### src/rtl/uart_rx_fifo.sv
// 8N1 UART receiver with 16x oversampling feeding a small
// first-word-fall-through byte FIFO drained by the core.
module uart_rx_fifo #(
  parameter int DIV     = 42,
  parameter int FIFO_AW = 3
) (
  input  logic               clk,
  input  logic               rst,
  input  logic               rxd,
  input  logic               rd_en,
  output logic [7:0]         rd_data,
  output logic               rd_valid,
  output logic [FIFO_AW:0]   fifo_count,
  output logic               frame_err,
  output logic               overrun,
  output logic               busy
);

  localparam int PW    = (DIV > 1) ? $clog2(DIV) : 1;
  localparam int DEPTH = 1 << FIFO_AW;

  typedef enum logic [2:0] {
    S_IDLE,
    S_START,
    S_DATA,
    S_STOP,
    S_BREAK
  } state_t;

  logic rx_meta;
  logic rxs;

  always_ff @(posedge clk or posedge rst) begin
    if (rst) begin
      rx_meta <= 1'b1;
      rxs     <= 1'b1;
    end else begin
      rx_meta <= rxd;
      rxs     <= rx_meta;
    end
  end

  state_t          state;
  state_t          state_nx;
  logic [PW-1:0]   presc;
  logic [PW-1:0]   presc_nx;
  logic [3:0]      sample_cnt;
  logic [3:0]      sample_nx;
  logic [2:0]      bit_cnt;
  logic [2:0]      bit_nx;
  logic [7:0]      shreg;
  logic [7:0]      shreg_nx;
  logic            tick;
  logic            mid;
  logic            push_req;
  logic            fe_d;

  assign tick = (presc == PW'(DIV - 1));
  assign mid  = tick && (sample_cnt == 4'd7);

  always_comb begin
    state_nx  = state;
    presc_nx  = tick ? '0 : presc + 1'b1;
    sample_nx = tick ? sample_cnt + 1'b1 : sample_cnt;
    bit_nx    = bit_cnt;
    shreg_nx  = shreg;
    push_req  = 1'b0;
    fe_d      = 1'b0;
    unique case (state)
      S_IDLE: begin
        // Prescaler parked at zero so bit timing is anchored to the edge
        presc_nx  = '0;
        sample_nx = '0;
        if (!rxs) state_nx = S_START;
      end
      S_START: begin
        if (mid) begin
          if (!rxs) begin
            state_nx = S_DATA;
            bit_nx   = '0;
          end else begin
            state_nx = S_IDLE;
          end
        end
      end
      S_DATA: begin
        if (mid) begin
          shreg_nx = {rxs, shreg[7:1]};
          bit_nx   = bit_cnt + 1'b1;
          if (bit_cnt == 3'd7) state_nx = S_STOP;
        end
      end
      S_STOP: begin
        if (mid) begin
          if (rxs) begin
            push_req = 1'b1;
            state_nx = S_IDLE;
          end else begin
            fe_d     = 1'b1;
            state_nx = S_BREAK;
          end
        end
      end
      S_BREAK: begin
        if (rxs) state_nx = S_IDLE;
      end
      default: state_nx = S_IDLE;
    endcase
  end

  always_ff @(posedge clk or posedge rst) begin
    if (rst) begin
      state      <= S_IDLE;
      presc      <= '0;
      sample_cnt <= '0;
      bit_cnt    <= '0;
      shreg      <= '0;
    end else begin
      state      <= state_nx;
      presc      <= presc_nx;
      sample_cnt <= sample_nx;
      bit_cnt    <= bit_nx;
      shreg      <= shreg_nx;
    end
  end

  assign busy = (state != S_IDLE);

  logic [7:0]         mem [DEPTH];
  logic [FIFO_AW-1:0] wr_ptr;
  logic [FIFO_AW-1:0] rd_ptr;
  logic [FIFO_AW:0]   count;
  logic               full;
  logic               pop;
  logic               push;
  logic               ovr_d;

  assign full  = (count == (FIFO_AW + 1)'(DEPTH));
  assign pop   = rd_en && rd_valid;
  // A pop in the same cycle frees the slot the new byte needs
  assign push  = push_req && (!full || pop);
  assign ovr_d = push_req && full && !pop;

  always_ff @(posedge clk or posedge rst) begin
    if (rst) begin
      wr_ptr <= '0;
      rd_ptr <= '0;
      count  <= '0;
      for (int i = 0; i < DEPTH; i++) mem[i] <= '0;
    end else begin
      if (push) begin
        mem[wr_ptr] <= shreg;
        wr_ptr      <= wr_ptr + 1'b1;
      end
      if (pop) rd_ptr <= rd_ptr + 1'b1;
      unique case ({push, pop})
        2'b10:   count <= count + 1'b1;
        2'b01:   count <= count - 1'b1;
        default: count <= count;
      endcase
    end
  end

  always_ff @(posedge clk or posedge rst) begin
    if (rst) begin
      frame_err <= 1'b0;
      overrun   <= 1'b0;
    end else begin
      frame_err <= fe_d;
      overrun   <= ovr_d;
    end
  end

  assign rd_data    = mem[rd_ptr];
  assign rd_valid   = (count != '0);
  assign fifo_count = count;

endmodule

### config.mk
export PLATFORM = sky130hd
export DESIGN_NAME = uart_rx_fifo
export DESIGN_NICKNAME = d
export VERILOG_FILES = /design/src/rtl/uart_rx_fifo.sv
export SDC_FILE = /design/constraint.sdc
export NUM_CORES = 1
export LEC_CHECK = 0
export CAP_MARGIN = 30
export CORE_ASPECT_RATIO = 0.75
export CORE_MARGIN = 3
export CORE_UTILIZATION = 55
export DETAILED_ROUTE_END_ITERATION = 8
export PLACE_DENSITY = 0.81
export SYNTH_ARGS = -nofsm -noshare
export SYNTH_HDL_FRONTEND = slang
export SYNTH_SLANG_ARGS = --single-unit
### constraint.sdc
create_clock -name clk -period 4.45 [get_ports clk]
set_clock_uncertainty 0.05 [all_clocks]
set_input_delay 0.6675 -clock clk [delete_from_list [all_inputs] [get_ports clk]]
set_output_delay 0.6675 -clock clk [all_outputs]
set_load 0.01 [all_outputs]
==> impl_metrics.yaml <==
run_status:
  status: "completed"
grt:
  grt_pass1_vias: 2821
  grt_use_total_pct: 19.7
  grt_max_degree: 76
  grt_pass1_wl_um: 15000
  antenna_found_initial: 0
  overflow: 0
timing:
  setup_violations: 0
  drv_slew: 0
  fin_hold_ws_ns: 0.308
  max_freq_ghz: 0.304
  relSlewSlack_pct: 47.6
  fin_ws_ns: 1.17
  hold_viol: 0
  fin_setup_tns_ns: 0
  worst_slew_pin_slew_ns: 0.786
  finalCritPeriodShare_pct: 73.8
  period_minus_slack_ns: 3.28
  rsz0062_at_grt: "no"
layout:
  area_delta_synth_final_pct: 11.5
  fillers: 632
  drive_gt1_share_pct: 36.9
  n_antenna_cell: 0
  final_nets: 367
  post-route-util_pct: 63.9
route:
  drcViolationCount: 0
  wl_per_cell_um: 19.0
  drtIter0Drc: 180
  via_per_inst: 5.88
  vias: 2742
  firstDrtPassIters: 4
  ant_nets: 0
  drt_wl_total_um: 8860
critical_path:
  cp.required_ns: 3.73
  ff2ff_path_depth: 12
  startpoint: "rd_ptr[0]"
  r2r_slack_ns: 1.49
  r2r-start: "presc[1]"
  path_max_fanout: 12
  crit_arrival_ns: 2.57
  worstSetupEndpointType: "output port"
  startpoint_type: "flop"
  crit_type: "flop to output port"
  regToRegEndpoint: "fifo_count[2]"
min_path:
  min_to: "rxs"
  min_from: "rx_meta"
  min_path_type: "flop to flop"
  whs_path_depth: 0
floorplan:
  dieWidth_um: 115
  rows: 29
  initial_utilization_pct: 57.3
  die_area_um2: 10100
  die_h_um: 87.8
  core_um2: 8560
  io_pins: 20
run:
  max_cap_viol_count: 0
power:
  switching_share_pct: 22.2
  p_per_area_nw_per_um2: 310
  p_int_mw: 1.32
  p_switching_uw: 377
  vdd.ir_drop.worst_uv: 257
  clkPwrFrac_pct: 43.8
  p_comb_share_pct: 1.5
  p_total_mw: 1.70
  leakage_nw: 2.59
  power.sequential.fraction_pct: 54.7
yosys:
  synth_warnings: 0
  yosys.area.top_type_share_pct: 51.0
  ys_seq_area_share_pct: 52.0
  synth-seq-cells: 102
  ys_types: 39
  yosysTopAreaCell: "dfrtp_1"
  yosys-top-cells-area: "dfrtp_1 (51%), mux2_2 (18%), mux4_2 (7.3%)"
  synth_nets: 353
  netlist_area_um2: 4910
  avgSynthCellArea_um2: 14.5
  synth_cells: 339
placement:
  place_congestion: 0.749
  port-buffer-count: 19
  dp_slack_ns: 1.30
  dp_hpwl_um: 5840
clock_tree:
  worstSkewPairLatency_ns: 0.35
  cts.repair.resized: 0
  cts_tree: "done"
  clock-sinks: 102
  root_buffer: "clkbuf_16"
  clk_pin_slew_ns: 0.07
  clockBufferDepth: 2
  cts_buffers: 9
  holdBufCountCts: 0
  htree_levels: 3
  post-cts-setup-buffers: 0
power by group through the flow:
stage / combinational, mW / sequential (mW) / clock [mW]
2_1_floorplan: 0.0142 / 0.947 / 0
3_3_place_gp: 0.0236 / 0.947 / 0
3_5_place_dp: 0.0269 / 0.947 / 0
4_1_cts: 0.0270 / 0.929 / 0.761
5_1_grt: 0.0298 / 0.929 / 0.802
6_report: 0.0253 / 0.929 / 0.744
stage by stage:
| step | cells | instance area, um^2 |
|---|---|---|
| after global routing | 466 | 5470 |
| after floorplan | 339 | 4910 |
| after CTS | 466 | 5470 |
| after detailed placement | 450 | 5190 |
| after global placement | 449 | 5160 |
| final | 466 | 5470 |
cell families after synthesis:
kind of cell	synth area share (%)
flops	52.0
mux	26.8
simple gates	12.1
buf+inv	2.47
xor+xnor	3.03
fa+ha+maj	2.55
compound gates	1.02
routing by layer:
metal / up-vias / GRT usage, % / share of wire, %
met5: - / 0 / 0
li1: 1267 / - / -
met2: 36 / 30.7 / 46
met4: 0 / 6.29 / 1.5
met1: 1427 / 27.7 / 49
met3: 12 / 4.83 / 2.6
worst max-delay path by stage:
stage / to / slack (ns) / cells past startpoint
3_3_place_gp: fifo_count[2] / 1.41 / 11
5_1_grt: rd_data[5] / 1.01 / 4
6_report: rd_data[5] / 1.17 / 4
2_1_floorplan: bit_cnt[0] / 1.06 / 1
3_5_place_dp: fifo_count[2] / 1.30 / 11
4_1_cts: rd_data[5] / 1.12 / 4
area by class of cell:
class / count / area (um^2) / area share [%]
inverters: 5 / 21.3 / 0.389
clock inverters: 7 / 55.1 / 1.01
multi-input cells: 211 / 2230 / 40.8
clock buffers: 9 / 225 / 4.12
flip-flops and latches: 102 / 2550 / 46.7
well taps: 108 / 135 / 2.47
repair buffers: 24 / 248 / 4.53
synthesized netlist by cell type, drive strengths merged:
cell type	number
nand2b	2
nand4	8
nand2	6
o21ai	3
nor3b	4
nor4b	3
xor2	6
and4	2
nor3	8
and2b	1
ha	10
nor4	2
a22oi	1
a21oi	2
buf	18
xnor2	11
inv	5
nand4b	3
mux2	83
mux4	16
and3	3
dfrtp	100
clkbuf	3
nand3	6
and3b	2
dfstp	2
nor2	21
a2111oi	1
a311oi	1
nand3b	4
mux2i	2
sequential cells by signal (all words and copies together) (netlist names):
name        flops
bit_cnt         3
fifo_count      4
frame_err       1
mem            64
overrun         1
presc           6
rd_ptr          3
rx_meta         1
rxs             1
sample_cnt      4
shreg           8
state           3
wr_ptr          3
critical path: stages, from the launching register on:
cell and delay (ns):
dfrtp_1 0.57, buf_4 0.34, mux4_2 0.54, mux2_2 0.29
clkdlybuf4s50_1 0.48
cells in the final DEF (no fill, tap or decap), types with 3 or more instances in the layout:
| cell type | instances |
|---|---|
| and3_1 | 3 |
| buf_4 | 4 |
| clkbuf_16 | 9 |
| clkdlybuf4s50_1 | 19 |
| dfrtp_1 | 100 |
| ha_1 | 10 |
| inv_1 | 4 |
| inv_6 | 4 |
| mux2_1 | 3 |
| mux2_2 | 80 |
| mux4_2 | 16 |
| nand2_1 | 6 |
| nand3_1 | 6 |
| nand3b_1 | 4 |
| nand4_4 | 7 |
| nor2_1 | 19 |
| nor3_1 | 8 |
| nor3b_1 | 4 |
| o21ai_0 | 3 |
| xnor2_1 | 11 |
| xor2_1 | 6 |
No activity file was read; power rests on OpenSTA's default activity.
